$ cat config.mk
export PLATFORM = sky130hd
export DESIGN_NAME = adder_seq_ctrl
export DESIGN_NICKNAME = d
export VERILOG_FILES = /design/src/rtl/adder_seq_ctrl.sv
export SDC_FILE = /design/constraint.sdc
export NUM_CORES = 1
export LEC_CHECK = 0
export CORE_MARGIN = 2
export CORE_UTILIZATION = 48
export DETAILED_ROUTE_END_ITERATION = 10
export GPL_TIMING_DRIVEN = 0
export PLACE_DENSITY = 0.76
export SLEW_MARGIN = 20
export SYNTH_ARGS = -nofsm -noshare
export SYNTH_HDL_FRONTEND = slang
export SYNTH_SLANG_ARGS = --single-unit
$ cat constraint.sdc
create_clock -name clk -period 3.08 [get_ports clk]
set_clock_uncertainty 0.15 [all_clocks]
set_input_delay 0.77 -clock clk [delete_from_list [all_inputs] [get_ports clk]]
set_output_delay 0.77 -clock clk [all_outputs]
set_load 0.03 [all_outputs]
$ cat src/rtl/adder_seq_ctrl.sv
// WIDTH-bit add/subtract controller that reuses one 4-bit ripple slice over
// WIDTH/4 cycles, least-significant nibble first, with valid/ready handshakes.

module adder_4bit (
  input  logic [3:0] a_i,
  input  logic [3:0] b_i,
  input  logic       cin_i,
  output logic [3:0] sum_o,
  output logic       cout_o
);
  logic [4:0] c;

  always_comb begin
    c[0] = cin_i;
    for (int unsigned i = 0; i < 4; i++) begin
      sum_o[i] = a_i[i] ^ b_i[i] ^ c[i];
      c[i+1]   = (a_i[i] & b_i[i]) | (c[i] & (a_i[i] ^ b_i[i]));
    end
    cout_o = c[4];
  end
endmodule

module adder_seq_ctrl #(
  parameter int unsigned WIDTH = 16
) (
  input  logic             clk,
  input  logic             rst,
  input  logic             in_valid,
  output logic             in_ready,
  input  logic [WIDTH-1:0] in_a,
  input  logic [WIDTH-1:0] in_b,
  input  logic             in_sub,
  output logic             out_valid,
  input  logic             out_ready,
  output logic [WIDTH-1:0] out_sum,
  output logic             out_cout,
  output logic             out_ovf,
  output logic             busy
);
  localparam int unsigned NIB = WIDTH / 4;
  localparam int unsigned IW  = $clog2(NIB);
  localparam logic [IW-1:0] IDX_LAST = IW'(NIB - 1);

  typedef enum logic [1:0] {IDLE, RUN, DONE} state_t;

  state_t           state_q, state_d;
  logic [WIDTH-1:0] a_q, a_d;
  logic [WIDTH-1:0] b_q, b_d;
  logic [WIDTH-1:0] res_q, res_d;
  logic [WIDTH-1:0] sum_q, sum_d;
  logic [IW-1:0]    idx_q, idx_d;
  logic             carry_q, carry_d;
  logic             cout_q, cout_d;
  logic             ovf_q, ovf_d;

  logic [3:0] slice_a, slice_b, slice_sum;
  logic       slice_cout;

  assign slice_a = a_q[{idx_q, 2'b00} +: 4];
  assign slice_b = b_q[{idx_q, 2'b00} +: 4];

  adder_4bit u_slice (
    .a_i   (slice_a),
    .b_i   (slice_b),
    .cin_i (carry_q),
    .sum_o (slice_sum),
    .cout_o(slice_cout)
  );

  always_ff @(posedge clk or posedge rst) begin
    if (rst) begin
      state_q <= IDLE;
      a_q     <= '0;
      b_q     <= '0;
      res_q   <= '0;
      sum_q   <= '0;
      idx_q   <= '0;
      carry_q <= 1'b0;
      cout_q  <= 1'b0;
      ovf_q   <= 1'b0;
    end else begin
      state_q <= state_d;
      a_q     <= a_d;
      b_q     <= b_d;
      res_q   <= res_d;
      sum_q   <= sum_d;
      idx_q   <= idx_d;
      carry_q <= carry_d;
      cout_q  <= cout_d;
      ovf_q   <= ovf_d;
    end
  end

  always_comb begin
    state_d = state_q;
    a_d     = a_q;
    b_d     = b_q;
    res_d   = res_q;
    sum_d   = sum_q;
    idx_d   = idx_q;
    carry_d = carry_q;
    cout_d  = cout_q;
    ovf_d   = ovf_q;
    unique case (state_q)
      IDLE: begin
        if (in_valid) begin
          a_d     = in_a;
          b_d     = in_sub ? ~in_b : in_b;
          carry_d = in_sub;
          idx_d   = '0;
          state_d = RUN;
        end
      end
      RUN: begin
        res_d[{idx_q, 2'b00} +: 4] = slice_sum;
        carry_d = slice_cout;
        if (idx_q == IDX_LAST) begin
          // Partial result is kept apart so out_sum only changes on completion.
          sum_d   = res_d;
          cout_d  = slice_cout;
          ovf_d   = (a_q[WIDTH-1] ^ b_q[WIDTH-1] ^ slice_sum[3]) ^ slice_cout;
          state_d = DONE;
        end else begin
          idx_d = idx_q + IW'(1);
        end
      end
      DONE: begin
        if (out_ready) state_d = IDLE;
      end
      default: state_d = IDLE;
    endcase
  end

  assign in_ready  = (state_q == IDLE);
  assign out_valid = (state_q == DONE);
  assign busy      = (state_q != IDLE);
  assign out_sum   = sum_q;
  assign out_cout  = cout_q;
  assign out_ovf   = ovf_q;
endmodule

; Word-level counts from Yosys, hierarchy flattened
; Cells that the tools add are included.
[word_totals]
out_inout_bits = 21
reg_bits = 71
input_bits = 37
[classes]
add_sub_neg = 2
shift = 4
bitwise = 24
mux = 11
n_reduce_logical = 8
eq_ne = 7
[op_table]
columns = cell, n
row1 = variable part select 16 x 5 -> 4 bit, 2
row2 = bitwise mux 16 bit, 1
row3 = two-way mux 16 bit, 1
row4 = inverter 16 bit, 1
row5 = "variable shift 4 x 6 -> 16 bit, first input constant", 1
row6 = variable part select 4 x 6 -> 16 bit, 1
row7 = XOR 1 bit, 11
row8 = two-way mux 2 bit, 5
row9 = AND 1 bit, 8
row10 = "inequality test 2 bit, second input constant", 3
row11 = negator 4 -> 6 bit, 1
row12 = case mux 2 bit (3 select lines), 1
row13 = AND reduction 2 bit, 3
row14 = AND reduction 3 bit, 2
row15 = "== test 2 bit, second input constant", 2
row16 = bitwise OR 1 bit, 4
row17 = case mux 2 bit (2 select lines), 1
row18 = nonzero test 2 bit, 2
row19 = "adder 2 x 1 -> 2 bit, second input constant", 1
row20 = "== test 2 x 1 -> 1 bit, second input constant", 1
row21 = zero test 2 bit, 1
row22 = "inequality test 2 x 1 -> 1 bit, second input constant", 1
row23 = case mux 1 bit (2 select lines), 1
row24 = two-way mux 1 bit, 1

; Logic depth before layout (Yosys ltp)
; Gate-level depths: netlist of run 1.
[logic_depth]
word_depth = 11
mapped_depth = 14

; By module
; From an unflattened synthesis of run 1, not the netlist that was laid out.
[hier_totals]
hier_cells = 298
area_unflattened_um2 = 3487.1
[by_module_without_submodules]
columns = module, area_each_um2, cells_each, n_inst
row1 = adder_seq_ctrl, 3369.5, 284, 1
row2 = adder_4bit, 117.6, 14, 1

; Least setup slack after synthesis of run 1
; OpenSTA, ideal clock, no wires.
[synth_timing]
path_type = reg2reg
from = reg idx_q[0]
to = reg ovf_q (netlist: out_ovf)
path_stages_with_launch = 15
arrival_ps = 2977
t_required_ps = 2802
path_slack_ps = -174
n_path_buf = 2
period_less_slack_ps = 3254
path_cell_list = dfrtp_1 > buf_4 > mux4_2 > inv_1 > fa_1 > inv_1 > fa_1 > inv_1 > fa_1 > inv_1 > fa_1 > buf_2 > xnor2_1 > xnor2_1 > o21ai_0
[synth_between]
elab_chain_cells = 11
elab_cells_between_ends = 23
[synth_rtl]
columns = item, line_no
row1 = "start, declared", 51  ; logic [IW-1:0] idx_q, idx_d;
row2 = "start signal, assigned", 87  ; idx_q <= idx_d;
row3 = variable part select 16 x 5 -> 4 bit (on tied branches), "59, 60"
row4 = XOR 1 bit, 17  ; c[i+1] = (a_i[i] & b_i[i]) | (c[i] & (a_i[i] ^ b_i[i]));
row5 = AND 1 bit, 17
row6 = bitwise OR 1 bit, 17
row7 = AND 1 bit, 17
row8 = bitwise OR 1 bit, 17
row9 = AND 1 bit, 17
row10 = bitwise OR 1 bit, 17
row11 = XOR 1 bit / AND 1 bit (equally long branches), "16, 17"
row12 = XOR 1 bit / bitwise OR 1 bit (equally long branches), "121, 17"
row13 = XOR 1 bit, 121  ; ovf_d = (a_q[WIDTH-1] ^ b_q[WIDTH-1] ^ slice_sum[3]) ^ slice_cout;
row14 = "end signal, assigned", 90  ; ovf_q <= ovf_d;
row15 = "end, declared", 54  ; logic ovf_q, ovf_d;
; Parallel ways exist; a longest one is shown, timed or not.
; A chain may end at the register's enable or synchronous reset.

; Worst setup path after layout of run 1
[layout_timing]
from = reg idx_q[0]
to = reg res_q[15]
[layout_between]
elab_chain_cells = 11
elab_cells_between_ends = 23
[layout_rtl]
columns = item, line_no
row1 = variable part select 16 x 5 -> 4 bit (on tied branches), "59, 60"
row2 = XOR 1 bit, "16, 17"
row3 = AND 1 bit, 17
row4 = bitwise OR 1 bit, 17
row5 = AND 1 bit, 17
row6 = bitwise OR 1 bit, 17
row7 = AND 1 bit, 17
row8 = bitwise OR 1 bit, 17
row9 = XOR 1 bit, 16  ; sum_o[i] = a_i[i] ^ b_i[i] ^ c[i];
row10 = variable part select 4 x 6 -> 16 bit, 115  ; res_d[{idx_q, 2'b00} +: 4] = slice_sum;
row11 = bitwise mux 16 bit (*), 115
row12 = "end signal, assigned", 85  ; res_q <= res_d;
row13 = "end, declared", 49  ; logic [WIDTH-1:0] res_q, res_d;
; Mark *: on every way between the ends. The rest lies on a longest branch, timed or not.

==> flow_summary.rst, run 1 <==
.. list-table::
   :header-rows: 1

   * - Metric
     - Value
   * - Synth top cells by count
     - dfrtp_1, a21oi_1, nand2_1
   * - Area growth from synthesis to final layout
     - 30.8%
   * - Total chip power
     - 6.01 mW
   * - Ranking of synthesized cells by area
     - dfrtp_1, mux2_2, mux4_2, xnor2_1, a21oi_1
   * - Number of enable flip-flop cells after synthesis
     - 0
   * - Highest achievable clock rate
     - 0.313 GHz
   * - Deepest level of the CTS H-tree
     - 3
   * - Pleak
     - 1.93 nW
   * - Final Hold Vio Count
     - 0
   * - Number of antenna violations at the first check in global routing
     - 0
   * - Crit path cell chain
     - buf_12 -> mux4_2 -> inv_2 -> fa_2 -> inv_2 -> fa_2 -> inv_2 -> fa_2 -> inv_2 -> fa_1 -> buf_4 -> buf_6 -> a32o_1
   * - Worst min path class
     - reg2reg
   * - DRT Pass-1 Iters
     - 4
   * - CP peak stage delay
     - 500 ps
   * - Placer Congestion
     - 0.809
   * - Antenna-violating nets left
     - 0
   * - Pre-CTS worst setup slack
     - -329 ps
   * - Max clock buf depth
     - 2
   * - Number of design rule violations left after detail routing
     - 0
   * - Routed wirelength normalized by instance count
     - 14.8 um
   * - Total via count after detailed routing
     - 2,471
   * - Pwr Density
     - 1330 nW/um^2
   * - # placed instances
     - 455
   * - Max Cap Violations
     - 0
   * - Area of the die
     - 7880 um^2
   * - CTS root buffer
     - clkbuf_8
   * - Total of hold buffers inserted after clock tree synthesis
     - 0
   * - Fill cell instance count of the final layout
     - 525
   * - Final-report setup violation count
     - 8
   * - Crit path arrival time
     - 3290 ps
   * - Cell class contributing the biggest share of worst-path delay
     - adder cells
   * - Combined area of all synthesized cells
     - 3450 um^2
   * - CP bufs+invs
     - 7
   * - Tmin final
     - 3200 ps
   * - Vias in the first global route
     - 2,474
   * - Flops & latches, synth
     - 71
   * - Maximum VDD drop
     - 0.780 mV
   * - Number of I/O port buffers
     - 56
   * - Slowest library cell on the worst path
     - mux4_2
   * - Mapped Avg Cell Area
     - 11.4 um^2
   * - Core outline area
     - 6870 um^2
   * - Worst relative slew slack
     - 0.693
   * - Top cell type's share of synthesized area
     - 0.515
   * - TritonCTS buffer count
     - 9
   * - Detailed placement HPWL
     - 5080 um
   * - Final clock period utilization by the worst path
     - 1.04
   * - Run status
     - complete, but fails checks
   * - Overall routing resource usage
     - 0.205
   * - Fin. max-slew vios
     - 0
   * - Portion of the post-synthesis area used by sequential elements
     - 0.515
   * - Post-synth ARST share
     - 1.00
   * - Final critical-path setup slack
     - -116 ps
   * - Number of nets in the synthesized netlist
     - 349
   * - Initial Util
     - 0.502
   * - Setup crit end kind
     - flop
   * - Clock edge transition at the registers on the reported setup and hold paths
     - 70 ps
   * - Die height
     - 88.8 um
   * - Final Non-Filler Cells
     - 483
   * - Clock latency at the later pin of the worst-skew pair
     - 350 ps
   * - Pin slew with the least headroom to its limit
     - 461 ps
   * - Violated checks
     - setup timing
   * - Data required time at the worst endpoint
     - 3170 ps
   * - Most instantiated library cell after synthesis
     - dfrtp_1
   * - Overall die width
     - 88.8 um
   * - Worst setup path category
     - reg2reg
   * - Unrepaired setup endpoints after global routing
     - true
   * - TritonCTS clock tree
     - built
   * - Fraction of final layout cells sized beyond drive strength 1
     - 0.227
   * - Critical Path Fanout Max
     - 5
   * - Smallest hold slack
     - 325 ps
   * - Kind of start point of the critical path
     - flop
   * - Number of library cell types mapped by synthesis
     - 29
   * - Synthesis warning total
     - 0
   * - Cell type with the largest total area after synthesis
     - dfrtp_1
   * - Total overflow reported by the global router
     - 0
   * - Global-route wire length before repair
     - 11,900 um
   * - Total number of nets in the final design
     - 429
   * - Maximum number of pins on one net before global-route repair
     - 43
   * - Prevailing post-synth register cell
     - dfrtp_1
   * - Total number of clock tree sinks
     - 71
   * - Antenna diode instance count
     - 0
   * - Total Negative Setup Slacks
     - -570 ps
   * - Top cell by count, worst path
     - inv_2
   * - Number of placement rows
     - 30
   * - Vias per inst
     - 5.12
   * - Count of boundary I/O pins
     - 58
   * - Wire length reported by the detailed router
     - 7160 um
   * - Initial drt markers
     - 122
   * - Synthesized instance count
     - 302
==> timing repair <==
| item | CTS | global route |
|---|---|---|
| pin swaps | 6 | 7 |
| endpoints found under the setup margin | 15 | 12 |
| endpoints found under the hold margin | 0 | 0 |
| setup buffers | 10 | 1 |
| gates resized for setup | 21 | 2 |
| gates cloned | 1 | 0 |
==> state kept, by name (all words and copies together) (netlist names) <==
signal	cells
res_q	16
a_q	16
carry_q	1
state_q	2
out_cout	1
out_sum	16
idx_q	2
out_ovf	1
b_q	16
==> worst paths after layout <==
kind | startpoint | to | slack (ps) | depth (start not counted)
setup reg to reg | idx_q[0]$_DFFE_PP0P_ | res_q[15]$_DFFE_PP0P_ | -120 | 13
min in group asynchronous | rst | a_q[9]$_DFFE_PP0P_ | 610 | 2
hold / removal | out_sum[1]$_DFFE_PP0P_ | out_sum[1]$_DFFE_PP0P_ | 330 | 2
max in group asynchronous | rst | idx_q[0]$_DFFE_PP0P_ | 1630 | 3
hold reg to reg | out_sum[1]$_DFFE_PP0P_ | out_sum[1]$_DFFE_PP0P_ | 330 | 2
setup / recovery | idx_q[0]$_DFFE_PP0P_ | res_q[15]$_DFFE_PP0P_ | -120 | 13
==> worst reg2reg max path, stage by stage (launching register included) <==
cell and delay [ps]:
dfrtp_2 390, buf_12 120, mux4_2 500, inv_2 90, fa_2 190, inv_2 40, fa_2 330, inv_2 60
fa_2 190, inv_2 40, fa_1 470, buf_4 170, buf_6 120, a32o_1 240
==> placed cells by master (no fill, tap or decap), types with 2 or more instances in the layout <==
cell | Yosys | routed
dfrtp_1 | 71 | 70
clkdlybuf4s50_1 | 0 | 56
a21oi_1 | 33 | 30
nand2_1 | 22 | 22
nor2_1 | 20 | 20
xnor2_1 | 19 | 18
mux2_2 | 18 | 18
o21ai_0 | 21 | 17
nor2b_1 | 17 | 17
buf_4 | 5 | 14
inv_1 | 16 | 10
clkbuf_8 | 0 | 10
a32o_1 | 8 | 8
mux4_2 | 8 | 8
a22o_1 | 8 | 8
ha_1 | 6 | 6
buf_2 | 7 | 5
buf_6 | 1 | 5
clkbuf_1 | 4 | 5
inv_2 | 0 | 5
o21ai_1 | 0 | 4
a21oi_2 | 0 | 3
fa_2 | 0 | 3
and4bb_2 | 2 | 2
nand2b_1 | 2 | 2
buf_12 | 0 | 2
clkbuf_2 | 2 | 2
clkinv_4 | 0 | 2
clkinv_2 | 0 | 2
==> routing by layer <==
layer | share of wire | GRT usage | vias to the layer above
li1 | - | - | 1197
met1 | 0.46 | 0.273 | 1190
met4 | 0.017 | 0.0909 | 0
met5 | 0 | 0 | -
met3 | 0.040 | 0.0429 | 10
met2 | 0.48 | 0.326 | 74
==> cells by family after synthesis <==
kind of cell / Yosys count / share of synthesized area
mux: 26 / 0.111
xor+xnor: 19 / 0.0483
flops: 71 / 0.515
fa+ha+maj: 10 / 0.0450
simple gates: 70 / 0.107
compound gates: 70 / 0.122
buf+inv: 36 / 0.0512
==> through the flow <==
stage	utilization	area [um^2]
final	0.657	4510
after global routing	0.657	4510
after CTS	0.655	4500
after floorplan	-	3470
after global placement	0.604	4150
after detailed placement	0.607	4170
==> area by class of cell <==
cell class / instances / area [um^2] / share of cell area
multi-input cells: 195 / 1530 / 0.340
well taps: 96 / 120 / 0.0266
plain buffers: 20 / 141 / 0.0313
repair buffers: 69 / 678 / 0.150
clock buffers: 11 / 141 / 0.0313
flip-flops and latches: 71 / 1780 / 0.394
inverters: 16 / 62.6 / 0.0139
clock inverters: 5 / 57.6 / 0.0128
==> where the power goes <==
| part | internal (mW) | total [mW] | switching, mW |
|---|---|---|---|
| registers | 1.35 | 1.58 | 0.234 |
| logic | 1.76 | 3.69 | 1.93 |
| clock network | 0.396 | 0.736 | 0.340 |
| total | 3.51 | 6.01 | 2.50 |
Power figures use the tool's default switching activity.
==> inputs of run 2 (changes only) <==
CORE_UTILIZATION = 57   (was 48)
DONT_BUFFER_PORTS = 1   (was not set)
PLACE_DENSITY = 0.75   (was 0.76)
==> flow_summary.rst, run 2 (synthesized netlist as in run 1, its figures left out) <==
.. list-table::
   :header-rows: 1

   * - Metric
     - Value
   * - Placer Congestion
     - 0.804 (-0.54%)
   * - Final core utilization
     - 0.662 (+0.00495)
   * - Detailed placement HPWL
     - 4940 um (-2.9%)
   * - Wire length reported by the detailed router
     - 7110 um (-0.80%)
   * - Vias per inst
     - 5.64 (+10%)
   * - Vias in the first global route
     - 2,358 (-4.7%)
   * - # placed instances
     - 378 (-17%)
   * - Final Non-Filler Cells
     - 403 (-17%)
   * - DRT Pass-1 Iters
     - 5 (+1)
   * - Max Cap Violations
     - 0 (unchanged)
   * - Core outline area
     - 5890 um^2 (-14%)
   * - Smallest hold slack
     - 149 ps (-177 ps)
   * - Kind of start point of the critical path
     - flop
   * - Max clock buf depth
     - 2 (unchanged)
   * - Clock edge transition at the registers on the reported setup and hold paths
     - 70 ps (about the same)
   * - Antenna-violating nets left
     - 0 (unchanged)
   * - Maximum number of pins on one net before global-route repair
     - 39 (-9.3%)
   * - Highest achievable clock rate
     - 0.319 GHz (+2.1%)
   * - Total number of clock tree sinks
     - 71 (unchanged)
   * - Routed wirelength normalized by instance count
     - 17.6 um (+19%)
   * - Total number of nets in the final design
     - 372 (-13%)
   * - Fraction of final layout cells sized beyond drive strength 1
     - 0.259 (+0.0318)
   * - Critical Path Fanout Max
     - 6 (+1)
   * - Number of design rule violations left after detail routing
     - 0 (unchanged)
   * - Number of placement rows
     - 28 (-6.7%)
   * - Run status
     - complete, but fails checks
   * - Commonest non-fill, non-tap cell in the layout
     - dfrtp_1
   * - Violated checks
     - setup timing
   * - Worst relative slew slack
     - 0.667 (-0.0259)
   * - Deepest level of the CTS H-tree
     - 3 (unchanged)
   * - Number of I/O port buffers
     - 0 (-100%)
   * - Crit path arrival time
     - 3220 ps (-70 ps)
   * - Final critical-path setup slack
     - -51.2 ps (+64.4 ps)
   * - Pin slew with the least headroom to its limit
     - 499 ps (+38.9 ps)
   * - Highest-count cells in the layout ignoring fill and taps
     - dfrtp_1, a21oi_1, nand2_1, nor2_1
   * - Data required time at the worst endpoint
     - 3170 ps (about the same)
   * - Final-report setup violation count
     - 8 (unchanged)
   * - Total of hold buffers inserted after clock tree synthesis
     - 0 (unchanged)
   * - Fin. max-slew vios
     - 0 (unchanged)
   * - Area growth from synthesis to final layout
     - 13.0%
   * - TritonCTS buffer count
     - 9 (unchanged)
   * - Tmin final
     - 3130 ps (-64.4 ps)
   * - Clock latency at the later pin of the worst-skew pair
     - 350 ps (about the same)
   * - Overall die width
     - 81.8 um (-7.9%)
   * - Area of the die
     - 6690 um^2 (-15%)
   * - Antenna diode instance count
     - 0 (unchanged)
   * - Worst min path class
     - in2async
   * - Total via count after detailed routing
     - 2,271 (-8.1%)
   * - CTS root buffer
     - clkbuf_8
   * - Count of boundary I/O pins
     - 58 (unchanged)
   * - Worst setup path category
     - reg2reg
   * - Total overflow reported by the global router
     - 0 (unchanged)
   * - TritonCTS clock tree
     - built
   * - Initial drt markers
     - 195 (+60%)
   * - Unrepaired setup endpoints after global routing
     - true
   * - Global-route wire length before repair
     - 11,500 um (-3.6%)
   * - Final Hold Vio Count
     - 0 (unchanged)
   * - Die height
     - 81.8 um (-7.9%)
   * - Final clock period utilization by the worst path
     - 1.02 (-0.0209)
   * - Initial Util
     - 0.586 (+0.0839)
   * - Number of antenna violations at the first check in global routing
     - 0 (unchanged)
   * - Setup crit end kind
     - flop
   * - Overall routing resource usage
     - 0.235 (+0.0298)
[run 2: final cells by class]
| cell class | count | area, um^2 |
|---|---|---|
| Fill cell | 465 | 1990 |
| Multi-Input combinational cell | 195 | 1540 |
| Buffer | 19 | 121 |
| Timing Repair Buffer | 13 | 135 |
| Clock buffer | 13 | 159 |
| Sequential cell | 71 | 1780 |
| Tap cell | 75 | 93.8 |
| Clock inverter | 1 | 5.00 |
| Inverter | 16 | 62.6 |
[run 2: per-layer routing]
| layer | routed length (um) | track usage | share of wire | vias to the layer above |
|---|---|---|---|---|
| met2 | 3530 | 0.374 | 0.50 | 74 |
| met3 | 426 | 0.0604 | 0.060 | 14 |
| met1 | 3000 | 0.302 | 0.42 | 1103 |
| li1 | - | - | - | 1080 |
| met4 | 149 | 0.108 | 0.021 | 0 |
| met5 | 0 | 0 | 0 | - |
[run 2: through the flow]
step / instance area, um^2 / setup slack (ps) / setup TNS [ps]
4_1_cts: 3880 / -71.7 / -530
3_5_place_dp: 3580 / -343 / -2430
5_1_grt: 3890 / -157 / -937
2_1_floorplan: 3470 / -86.3 / -86.3
6_report: 3890 / -51.2 / -263
3_3_place_gp: 3560 / -345 / -25830
[run 2: final timing paths]
path	endpoint	startpoint	slack, ps	cells after the start
worst min-delay path	out_sum[11]$_DFFE_PP0P_	rst	150	1
max in group asynchronous	b_q[8]$_DFFE_PP0P_	rst	2100	2
worst max register to register	res_q[7]$_DFFE_PP0P_	idx_q[1]$_DFFE_PP0P_	-50	13
worst max-delay path	res_q[7]$_DFFE_PP0P_	idx_q[1]$_DFFE_PP0P_	-50	13
min in group clk	res_q[3]$_DFFE_PP0P_	res_q[3]$_DFFE_PP0P_	340	1
worst min register to register	res_q[3]$_DFFE_PP0P_	res_q[3]$_DFFE_PP0P_	340	1
[run 2: critical path: stages, from the launching register on]
cell	delay, ps
dfrtp_1	370
buf_6	130
mux4_2	510
inv_2	70
fa_2	190
inv_2	40
fa_2	340
inv_2	60
fa_2	180
inv_2	40
fa_1	440
buf_6	150
buf_12	130
a32o_1	220
[run 2: what timing repair did]
action	in CTS	in global routing
pin swaps	6	8
setup endpoints to repair	17	9
setup buffers	11	1
gates resized for setup	19	4
Power of run 2 is not shown: default switching activity piles up to over one toggle a cycle in this logic, so the estimate is an artifact.
==> inputs of run 3 (changes only) <==
CORE_MARGIN = 5   (was 2)
==> flow_summary.rst, run 3 (synthesized netlist as in run 1, its figures left out) <==
.. list-table::
   :header-rows: 1

   * - Metric
     - Value
   * - Antenna-violating nets left
     - 0 (unchanged)
   * - Unrepaired setup endpoints after global routing
     - true
   * - Final Hold Vio Count
     - 0 (unchanged)
   * - Commonest non-fill, non-tap cell in the layout
     - dfrtp_1
   * - Pin slew with the least headroom to its limit
     - 476 ps (-23.0 ps)
   * - Number of design rule violations left after detail routing
     - 0 (unchanged)
   * - Count of boundary I/O pins
     - 58 (unchanged)
   * - Total via count after detailed routing
     - 2,266 (-0.22%)
   * - Data required time at the worst endpoint
     - 3160 ps (about the same)
   * - Number of placement rows
     - 28 (unchanged)
   * - Area growth from synthesis to final layout
     - 13.7%
   * - Total of hold buffers inserted after clock tree synthesis
     - 0 (unchanged)
   * - Wire length reported by the detailed router
     - 7050 um (-0.76%)
   * - Final core utilization
     - 0.666 (+0.00425)
   * - Highest achievable clock rate
     - 0.320 GHz (+0.23%)
   * - Fin. max-slew vios
     - 0 (unchanged)
   * - Die height
     - 87.8 um (+7.3%)
   * - Initial Util
     - 0.586 (unchanged)
   * - Global-route wire length before repair
     - 11,600 um (+0.72%)
   * - Worst setup path category
     - reg2reg
   * - Final critical-path setup slack
     - -44.0 ps (+7.24 ps)
   * - Vias in the first global route
     - 2,398 (+1.7%)
   * - Kind of start point of the critical path
     - flop
   * - TritonCTS clock tree
     - built
   * - Fraction of final layout cells sized beyond drive strength 1
     - 0.261 (+0.00146)
   * - Total number of clock tree sinks
     - 71 (unchanged)
   * - Deepest level of the CTS H-tree
     - 3 (unchanged)
   * - Setup crit end kind
     - flop
   * - Worst-case reg-to-reg path depth
     - 13 (unchanged)
   * - Overall die width
     - 87.8 um (+7.3%)
   * - Clock latency at the later pin of the worst-skew pair
     - 340 ps (about the same)
   * - Number of I/O port buffers
     - 0 (unchanged)
   * - Antenna diode instance count
     - 0 (unchanged)
   * - Cell area after layout
     - 3920 um^2 (+0.64%)
   * - Worst relative slew slack
     - 0.682 (+0.0153)
   * - Total Negative Setup Slacks
     - -203 ps (+60.2 ps)
   * - Critical Path Fanout Max
     - 8 (+2)
   * - Highest-count cells in the layout ignoring fill and taps
     - dfrtp_1, a21oi_1, nand2_1, nor2_1
   * - Max Cap Violations
     - 0 (unchanged)
   * - TritonCTS buffer count
     - 9 (unchanged)
   * - Violated checks
     - setup timing
   * - Reg2reg end
     - res_q[3]$_DFFE_PP0P_
   * - CTS root buffer
     - clkbuf_8
   * - Run status
     - complete, but fails checks
   * - Max clock buf depth
     - 2 (unchanged)
   * - Final-report setup violation count
     - 7 (-1)
   * - Maximum number of pins on one net before global-route repair
     - 47 (+21%)
   * - Overall routing resource usage
     - 0.198 (-0.0367)
   * - Number of antenna violations at the first check in global routing
     - 0 (unchanged)
   * - DRT Pass-1 Iters
     - 4 (-1)
   * - Area of the die
     - 7710 um^2 (+15%)
   * - Tmin final
     - 3120 ps (-7.24 ps)
   * - Total overflow reported by the global router
     - 0 (unchanged)
   * - Core outline area
     - 5890 um^2 (unchanged)
   * - Worst min path class
     - in2async
   * - Area of placed instances
     - 3590 um^2 (+0.21%)
   * - Initial drt markers
     - 111 (-43%)
   * - Detailed placement HPWL
     - 4910 um (-0.62%)
   * - Reg-to-reg setup timing slack
     - -40 ps (about the same)
   * - Crit path arrival time
     - 3200 ps (-20 ps)
   * - Routed wirelength normalized by instance count
     - 17.4 um (-1.3%)
   * - Startpoint of the worst-slack reg-to-reg timing path
     - idx_q[0]$_DFFE_PP0P_
   * - Final clock period utilization by the worst path
     - 1.01 (-0.00235)
   * - Vias per inst
     - 5.60 (-0.71%)
   * - Clock edge transition at the registers on the reported setup and hold paths
     - 70 ps (about the same)
   * - Total number of nets in the final design
     - 373 (+0.27%)
   * - Placer Congestion
     - 0.823 (+2.3%)
run 3: layout make-up:
| type | count | area, um^2 |
|---|---|---|
| repair buffers | 13 | 143 |
| inverters | 16 | 62.6 |
| well taps | 75 | 93.8 |
| fillers | 456 | 1970 |
| flip-flops and latches | 71 | 1780 |
| plain buffers | 20 | 141 |
| clock buffers | 15 | 176 |
| multi-input cells | 195 | 1530 |
run 3: through the flow:
stage / std cells / setup slack (ps) / hold slack, ps
floorplan: 302 / -86.3 / 308
global placement: 377 / -349 / 317
detailed placement: 378 / -335 / 324
CTS: 403 / -64.6 / 121
global route: 405 / -161 / 132
finish: 405 / -44.0 / 124
run 3: what timing repair did:
action / CTS / global route
setup endpoints to repair: 16 / 9
pin swaps: 2 / 1
gates resized for setup: 15 / 6
setup buffers: 10 / 2
run 3: worst max path at each step:
| stage | endpoint | cells after the start | from | slack [ps] |
|---|---|---|---|---|
| 6_report | res_q[3]$_DFFE_PP0P_ | 13 | idx_q[0]$_DFFE_PP0P_ | -40 |
| 5_1_grt | out_ovf$_DFFE_PP0P_ | 14 | idx_q[0]$_DFFE_PP0P_ | -160 |
| 4_1_cts | out_ovf$_DFFE_PP0P_ | 14 | idx_q[0]$_DFFE_PP0P_ | -60 |
| 3_5_place_dp | out_ovf$_DFFE_PP0P_ | 14 | idx_q[0]$_DFFE_PP0P_ | -340 |
| 3_3_place_gp | b_q[1]$_DFFE_PP0P_ | 1 | rst | -350 |
| 2_1_floorplan | out_ovf$_DFFE_PP0P_ | 14 | idx_q[0]$_DFFE_PP0P_ | -90 |
run 3: metal layers:
| layer | vias up | wire length (um) | global-route usage |
|---|---|---|---|
| li1 | 1085 | - | - |
| met1 | 1103 | 3050 | 0.244 |
| met2 | 60 | 3430 | 0.323 |
| met3 | 18 | 388 | 0.0517 |
| met4 | 0 | 187 | 0.0990 |
| met5 | - | 0 | 0 |
run 3: worst max-delay path: stages (launching register included):
cell and delay [ps]:
dfrtp_2 390, buf_12 120, mux4_2 500, inv_2 90
fa_2 200, inv_2 40, fa_2 320, inv_2 60
fa_2 180, inv_2 40, fa_1 450, buf_6 140
buf_12 130, a32o_1 210
Power of run 3 is left out for the same reason.
